$ cat config.mk
export PLATFORM = sky130hd
export DESIGN_NAME = turn_sequencer
export DESIGN_NICKNAME = d
export VERILOG_FILES = /design/src/rtl/game_pkg.sv /design/src/rtl/bullet_kinematics.sv /design/src/rtl/turn_sequencer.sv
export SDC_FILE = /design/constraint.sdc
export NUM_CORES = 1
export LEC_CHECK = 0
export CORE_AREA = 2 2 107 109
export CTS_BUF_LIST = sky130_fd_sc_hd__clkbuf_16
export CTS_CLUSTER_DIAMETER = 30
export DETAILED_ROUTE_END_ITERATION = 8
export DIE_AREA = 0 0 109 111
export GPL_TIMING_DRIVEN = 0
export PLACE_DENSITY = 0.75
export SLEW_MARGIN = 20
export SYNTH_ARGS = -nofsm -noshare
export SYNTH_HDL_FRONTEND = slang
export SYNTH_SLANG_ARGS = --single-unit
$ cat constraint.sdc
create_clock -name Clk -period 10.4 [get_ports Clk]
set_input_delay 3.12 -clock Clk [delete_from_list [all_inputs] [get_ports Clk]]
set_output_delay 3.12 -clock Clk [all_outputs]
set_load 0.05 [all_outputs]
$ cat src/rtl/game_pkg.sv
// Shared game constants, key codes and state types for the tank game.
// Dimensions are shared with the colour mapper and tank position logic.
package game_pkg;

  localparam int SCREEN_W       = 640;
  localparam int SCREEN_H       = 480;
  localparam int TANK_W         = 70;
  localparam int TANK_H         = 50;
  localparam int BULLET_VX      = 4;
  localparam int GRAVITY        = 1;
  localparam int VY_MAX         = 15;
  localparam int START_HP       = 3;
  localparam int RESOLVE_FRAMES = 30;

  localparam logic [7:0] KEY_ENTER = 8'h28;
  localparam logic [7:0] KEY_SPACE = 8'h2C;
  localparam logic [7:0] KEY_W     = 8'h1A;
  localparam logic [7:0] KEY_S     = 8'h16;

  localparam logic [3:0] POWER_INIT = 4'd8;
  localparam logic [3:0] POWER_MAX  = 4'd15;
  localparam logic [3:0] POWER_MIN  = 4'd1;
  localparam logic [1:0] HP_INIT    = 2'(START_HP);
  localparam logic [4:0] RES_LAST   = 5'(RESOLVE_FRAMES - 1);

  typedef enum logic [1:0] {
    SELECT = 2'b00,
    FIGHT  = 2'b01,
    OVER   = 2'b10
  } game_state_t;

  typedef enum logic [1:0] {
    AIM     = 2'b00,
    FLY     = 2'b01,
    RESOLVE = 2'b10
  } fight_phase_t;

endpackage

$ cat src/rtl/bullet_kinematics.sv
// Bullet position/velocity with gravity, plus hit and miss tests
// evaluated on the position the next step would produce.
module bullet_kinematics
  import game_pkg::*;
(
  input  logic       clk,
  input  logic       reset,
  input  logic       launch,
  input  logic       step,
  input  logic       dirLeft,
  input  logic [3:0] launchPower,
  input  logic [9:0] startX,
  input  logic [9:0] startY,
  input  logic [9:0] targetX,
  input  logic [9:0] targetY,
  output logic [9:0] posX,
  output logic [9:0] posY,
  output logic       hit,
  output logic       miss
);
  localparam logic signed [10:0] HALF_W = 11'(TANK_W / 2);
  localparam logic signed [10:0] VX     = 11'(BULLET_VX);
  localparam logic signed [10:0] GRAV   = 11'(GRAVITY);
  localparam logic signed [10:0] VYCAP  = 11'(VY_MAX);
  localparam logic signed [10:0] SW     = 11'(SCREEN_W);
  localparam logic signed [10:0] SH     = 11'(SCREEN_H);
  localparam logic signed [11:0] TW     = 12'(TANK_W);
  localparam logic signed [11:0] TH     = 12'(TANK_H);
  localparam logic signed [10:0] XLIM   = 11'(SCREEN_W - 1);
  localparam logic signed [10:0] YLIM   = 11'(SCREEN_H - 1);
  localparam logic [9:0]         XTOP   = 10'(SCREEN_W - 1);
  localparam logic [9:0]         YTOP   = 10'(SCREEN_H - 1);

  logic signed [10:0] x, y, vx, vy;
  logic signed [10:0] nx, ny, vyInc, nvy;
  logic signed [11:0] dx, dy;

  assign nx    = x + vx;
  assign ny    = y + vy;
  assign vyInc = vy + GRAV;
  assign nvy   = (vyInc > VYCAP) ? VYCAP : vyInc;

  // 12-bit differences keep the box test exact over the full range
  assign dx = {nx[10], nx} - {2'b00, targetX};
  assign dy = {ny[10], ny} - {2'b00, targetY};

  assign hit  = !dx[11] && (dx < TW) && !dy[11] && (dy < TH);
  assign miss = nx[10] || (nx >= SW) || (ny >= SH);

  assign posX = x[10] ? 10'd0 : ((x > XLIM) ? XTOP : x[9:0]);
  assign posY = y[10] ? 10'd0 : ((y > YLIM) ? YTOP : y[9:0]);

  always_ff @(posedge clk) begin
    if (reset) begin
      x  <= '0;
      y  <= '0;
      vx <= '0;
      vy <= '0;
    end else if (launch) begin
      x  <= $signed({1'b0, startX}) + HALF_W;
      y  <= $signed({1'b0, startY});
      vx <= dirLeft ? -VX : VX;
      vy <= -$signed({7'd0, launchPower});
    end else if (step) begin
      x  <= nx;
      y  <= ny;
      vy <= nvy;
    end
  end

endmodule

$ cat src/rtl/turn_sequencer.sv
// Game-flow controller: turns, aiming, bullet flight and hit points.
// Game logic advances on frame ticks; menu keys act every clock.
module turn_sequencer
  import game_pkg::*;
(
  input  logic       Clk,
  input  logic       Reset,
  input  logic       frame_clk,
  input  logic [7:0] keycode,
  input  logic [9:0] Tank0X,
  input  logic [9:0] Tank0Y,
  input  logic [9:0] Tank1X,
  input  logic [9:0] Tank1Y,
  output logic [1:0] currentState,
  output logic [1:0] currentTank,
  output logic [9:0] BulletX,
  output logic [9:0] BulletY,
  output logic       bullet_active,
  output logic       transparent,
  output logic [1:0] hp0,
  output logic [1:0] hp1,
  output logic [3:0] power
);
  game_state_t  state;
  fight_phase_t phase;

  logic       frameQ, tick;
  logic       shooter, arm, hitShot;
  logic [4:0] frameCnt;
  logic       inAim, inFly, inRes;
  logic       launch, step, hit, miss;
  logic [1:0] targetHp;
  logic [9:0] shotX, shotY, tgtX, tgtY;

  assign tick  = frame_clk & ~frameQ;
  assign inAim = (state == FIGHT) && (phase == AIM);
  assign inFly = (state == FIGHT) && (phase == FLY);
  assign inRes = (state == FIGHT) && (phase == RESOLVE);

  // arm blocks a space key that was already held when the turn began
  assign launch = tick && inAim && arm
               && (keycode == KEY_SPACE);
  assign step   = tick && inFly;

  assign shotX    = shooter ? Tank1X : Tank0X;
  assign shotY    = shooter ? Tank1Y : Tank0Y;
  assign tgtX     = shooter ? Tank0X : Tank1X;
  assign tgtY     = shooter ? Tank0Y : Tank1Y;
  assign targetHp = shooter ? hp0 : hp1;

  bullet_kinematics u_bullet (
    .clk         (Clk),
    .reset       (Reset),
    .launch      (launch),
    .step        (step),
    .dirLeft     (shooter),
    .launchPower (power),
    .startX      (shotX),
    .startY      (shotY),
    .targetX     (tgtX),
    .targetY     (tgtY),
    .posX        (BulletX),
    .posY        (BulletY),
    .hit         (hit),
    .miss        (miss)
  );

  assign currentState  = state;
  assign currentTank   = {1'b0, shooter};
  assign bullet_active = inFly;
  assign transparent   = inRes && hitShot && frameCnt[2];

  always_ff @(posedge Clk) begin
    if (Reset) begin
      frameQ   <= 1'b0;
      state    <= SELECT;
      phase    <= AIM;
      shooter  <= 1'b0;
      arm      <= 1'b0;
      hitShot  <= 1'b0;
      frameCnt <= '0;
      hp0      <= HP_INIT;
      hp1      <= HP_INIT;
      power    <= POWER_INIT;
    end else begin
      frameQ <= frame_clk;
      unique case (state)
        SELECT: begin
          if (keycode == KEY_ENTER) begin
            state   <= FIGHT;
            phase   <= AIM;
            shooter <= 1'b0;
            hp0     <= HP_INIT;
            hp1     <= HP_INIT;
            power   <= POWER_INIT;
            arm     <= 1'b0;
          end
        end
        FIGHT: begin
          if (tick) begin
            unique case (phase)
              AIM: begin
                if (keycode != KEY_SPACE) arm <= 1'b1;
                if (launch) begin
                  phase <= FLY;
                end else if (keycode == KEY_W) begin
                  if (power != POWER_MAX) power <= power + 4'd1;
                end else if (keycode == KEY_S) begin
                  if (power != POWER_MIN) power <= power - 4'd1;
                end
              end
              FLY: begin
                if (hit) begin
                  if (shooter) hp0 <= targetHp - 2'd1;
                  else         hp1 <= targetHp - 2'd1;
                  if (targetHp == 2'd1) begin
                    state <= OVER;
                    phase <= AIM;
                  end else begin
                    phase    <= RESOLVE;
                    hitShot  <= 1'b1;
                    frameCnt <= '0;
                  end
                end else if (miss) begin
                  phase    <= RESOLVE;
                  hitShot  <= 1'b0;
                  frameCnt <= '0;
                end
              end
              RESOLVE: begin
                if (frameCnt == RES_LAST) begin
                  shooter  <= ~shooter;
                  arm      <= 1'b0;
                  power    <= POWER_INIT;
                  hitShot  <= 1'b0;
                  frameCnt <= '0;
                  phase    <= AIM;
                end else begin
                  frameCnt <= frameCnt + 5'd1;
                end
              end
              default: phase <= AIM;
            endcase
          end
        end
        OVER: begin
          if (keycode == KEY_ENTER) begin
            state <= SELECT;
            hp0   <= HP_INIT;
            hp1   <= HP_INIT;
          end
        end
        default: state <= SELECT;
      endcase
    end
  end

endmodule

==> flow_summary.yaml <==
hold_path:
  hp-class: "flop to flop"
timing:
  fin_ws_ps: 3499
  worst_slew_pin_slew_ps: 1005
  slew_viol_final: 0
  setup_viol: 0
  finalClockSkew_ps: 5.606
  min_period_ps: 6901
  max_freq_mhz: 144.9
  setup_tns_ps: 0
  hold_viol: 0
  finalCritPeriodShare_pct: 66.35
  relSlewSlack_pct: 32.61
  rsz0062_at_grt: "false"
synth:
  synthArstFlopShare_pct: 0
  avgSynthCellArea_um2: 7.769
  synth.distinct_cells: 79
  ys_seq_area_share_pct: 19.11
  synth_top_area_share_pct: 19.11
  synth_edf_count: 0
  synth_seq_cells: 56
  synthCells: 755
  yosysWarningCount: 0
  syn_area_um2: 5866
  synth_area_leaders: "dfxtp_1 (19%), ha_1 (9.8%), mux2i_1 (6.3%), nand2_1 (5.1%), nor2_1 (4.4%)"
  synthFlopType: "dfxtp_1"
  synth_common_cells: "nand2_1 (80), nor2_1 (69), dfxtp_1 (56)"
  synth_top_cell_by_area: "dfxtp_1"
  yosysMostFrequentCell: "nand2_1"
clock_tree:
  cts_buffers: 5
  cts_root_buffer: "clkbuf_16"
  holdBufCountCts: 0
  h-tree-depth: 2
  cts.sinks: 56
  ctsResizeCount: 0
  cts_tree: "yes"
  clock_latency_ps: 300
  clock_path_buffers: 2
  post_cts_buffers: 0
  path_clk_slew_ps: 70
drt:
  drtIter0Drc: 406
  wl_per_cell_um: 18.46
  dr.pass1.iters: 7
  antenna_left: 0
  via_per_inst: 6.109
  vias: 6036
  drc: 0
  routed_wl_um: 18240
critical_path:
  worstPathMaxFanout: 10
  critPathKind: "flop to flop"
  crit_required_ps: 10590
  r2r_slack_ps: 3500
  crit_path_end_kind: "flop"
  worst_ep_arrival_time_ps: 7090
  crit_path_start_kind: "flop"
cells_and_area:
  diodes: 0
  seq_area_um2: 1121
  multi_input_area_um2: 4456
  syn2layout_area_growth_pct: 19.80
  drive_above_1_share_pct: 6.272
  fin_cells: 988
  fin_nets: 945
  final_util_pct: 63.44
  fill_cells: 972
global_route:
  grt_max_degree: 18
  antenna_found_initial: 0
  gr-usage-all-layers_pct: 30.98
  grt_pass1_wl_um: 29720
  grt_overflow_total: 0
  grt_pass1_vias: 5958
place:
  placement.io_buffers: 81
  place.gp.congestion: 0.9318
  dp_hpwl_um: 13970
  dp_slack_ps: 3346
  place_inst: 980
power:
  p_per_area_nw_per_um2: 68.62
  leakage_nw: 2.766
  ir_drop_mv: 0.06905
status:
  outcome: "finished, final reports clean"
die:
  die_area_um2: 12100
  ios: 85
  std_cell_rows: 39
  core_um2: 11080
  dieHeight_um: 111
  start_util_pct: 52.95
  dieWidth_um: 109
run:
  cap_violations: 0
report_power, final:
group          internal, mW  switching (mW)  leakage [nW]
logic                0.0331          0.0344          2.24
registers             0.214       0.0000891         0.451
clock network         0.114          0.0867        0.0798
total                 0.361           0.121          2.77
logic make-up after synthesis:
logic type	Yosys count	synth area share, %
AO/OA/AOI/OAI	206	24.89
XOR/XNOR	56	8.746
adder cells (fa/ha/maj)	53	11.73
buffers and inverters	71	4.991
flip-flops	56	19.11
multiplexers	45	7.850
other	1	0.06393
AND/OR/NAND/NOR	267	22.61
path summary, 6_finish.rpt:
path,cells past startpoint,startpoint,end
worst max register to register,18,shooter,frameCnt[0]
worst max-delay path,18,shooter,frameCnt[0]
worst min-delay path,1,hitShot,hitShot
worst min register to register,1,hitShot,hitShot
registers in the layout, indices dropped and copies added (netlist names):
register / cells
arm: 1
currentState: 2
frameCnt: 5
frameQ: 1
hitShot: 1
hp0: 2
hp1: 2
phase: 2
power: 4
shooter: 1
u_bullet.vx: 2
u_bullet.vy: 11
u_bullet.x: 11
u_bullet.y: 11
worst max-delay path, stage by stage (launching register included):
cell	delay, ps
dfxtp_1	360
buf_2	290
buf_4	290
buf_1	380
buf_1	480
buf_1	700
clkbuf_1	810
mux2i_1	430
ha_1	310
or3_1	380
o221ai_1	100
xnor2_1	100
a211oi_1	230
a21oi_1	160
nor4_1	400
nand4_2	280
nor3_4	360
mux2i_1	350
mux2_1	350
stage by stage:
| step | total power [mW] | hold WS (ps) | instance area [µm²] |
|---|---|---|---|
| 2_1_floorplan | 0.2540 | 447.1 | 5869 |
| 3_3_place_gp | 0.2841 | 461.3 | 6859 |
| 3_5_place_dp | 0.2856 | 472.7 | 6859 |
| 4_1_cts | 0.4820 | 493.6 | 7027 |
| 5_1_grt | 0.4967 | 513.9 | 7027 |
| 6_report | 0.4822 | 491.2 | 7027 |
layer usage:
| layer | part of all wire [%] | up-vias | GRT usage, % |
|---|---|---|---|
| met5 | 0 | - | 0 |
| met3 | 5.6 | 37 | 3.645 |
| met2 | 48 | 207 | 52.30 |
| met1 | 44 | 2869 | 40.69 |
| li1 | - | 2923 | - |
| met4 | 2.6 | 0 | 9.829 |
cells in the final DEF (no fill, tap or decap), types with 19 or more instances in the layout:
master	count
ha_1	46
a21oi_1	46
o21ai_0	35
nor2b_1	19
mux2i_1	37
a211oi_1	27
nand2_1	80
xor2_1	25
xnor2_1	29
dfxtp_1	56
nor2_1	69
clkdlybuf4s50_1	81
clkbuf_1	27
inv_1	31
cell type report:
type | instances | area share [%]
flip-flops and latches | 56 | 15.95
well taps | 143 | 2.546
clock inverters | 3 | 0.6054
repair buffers | 81 | 11.54
inverters | 31 | 1.656
clock buffers | 5 | 1.781
multi-input cells | 629 | 63.41
plain buffers | 40 | 2.511
(Power assumes the default switching activity.)
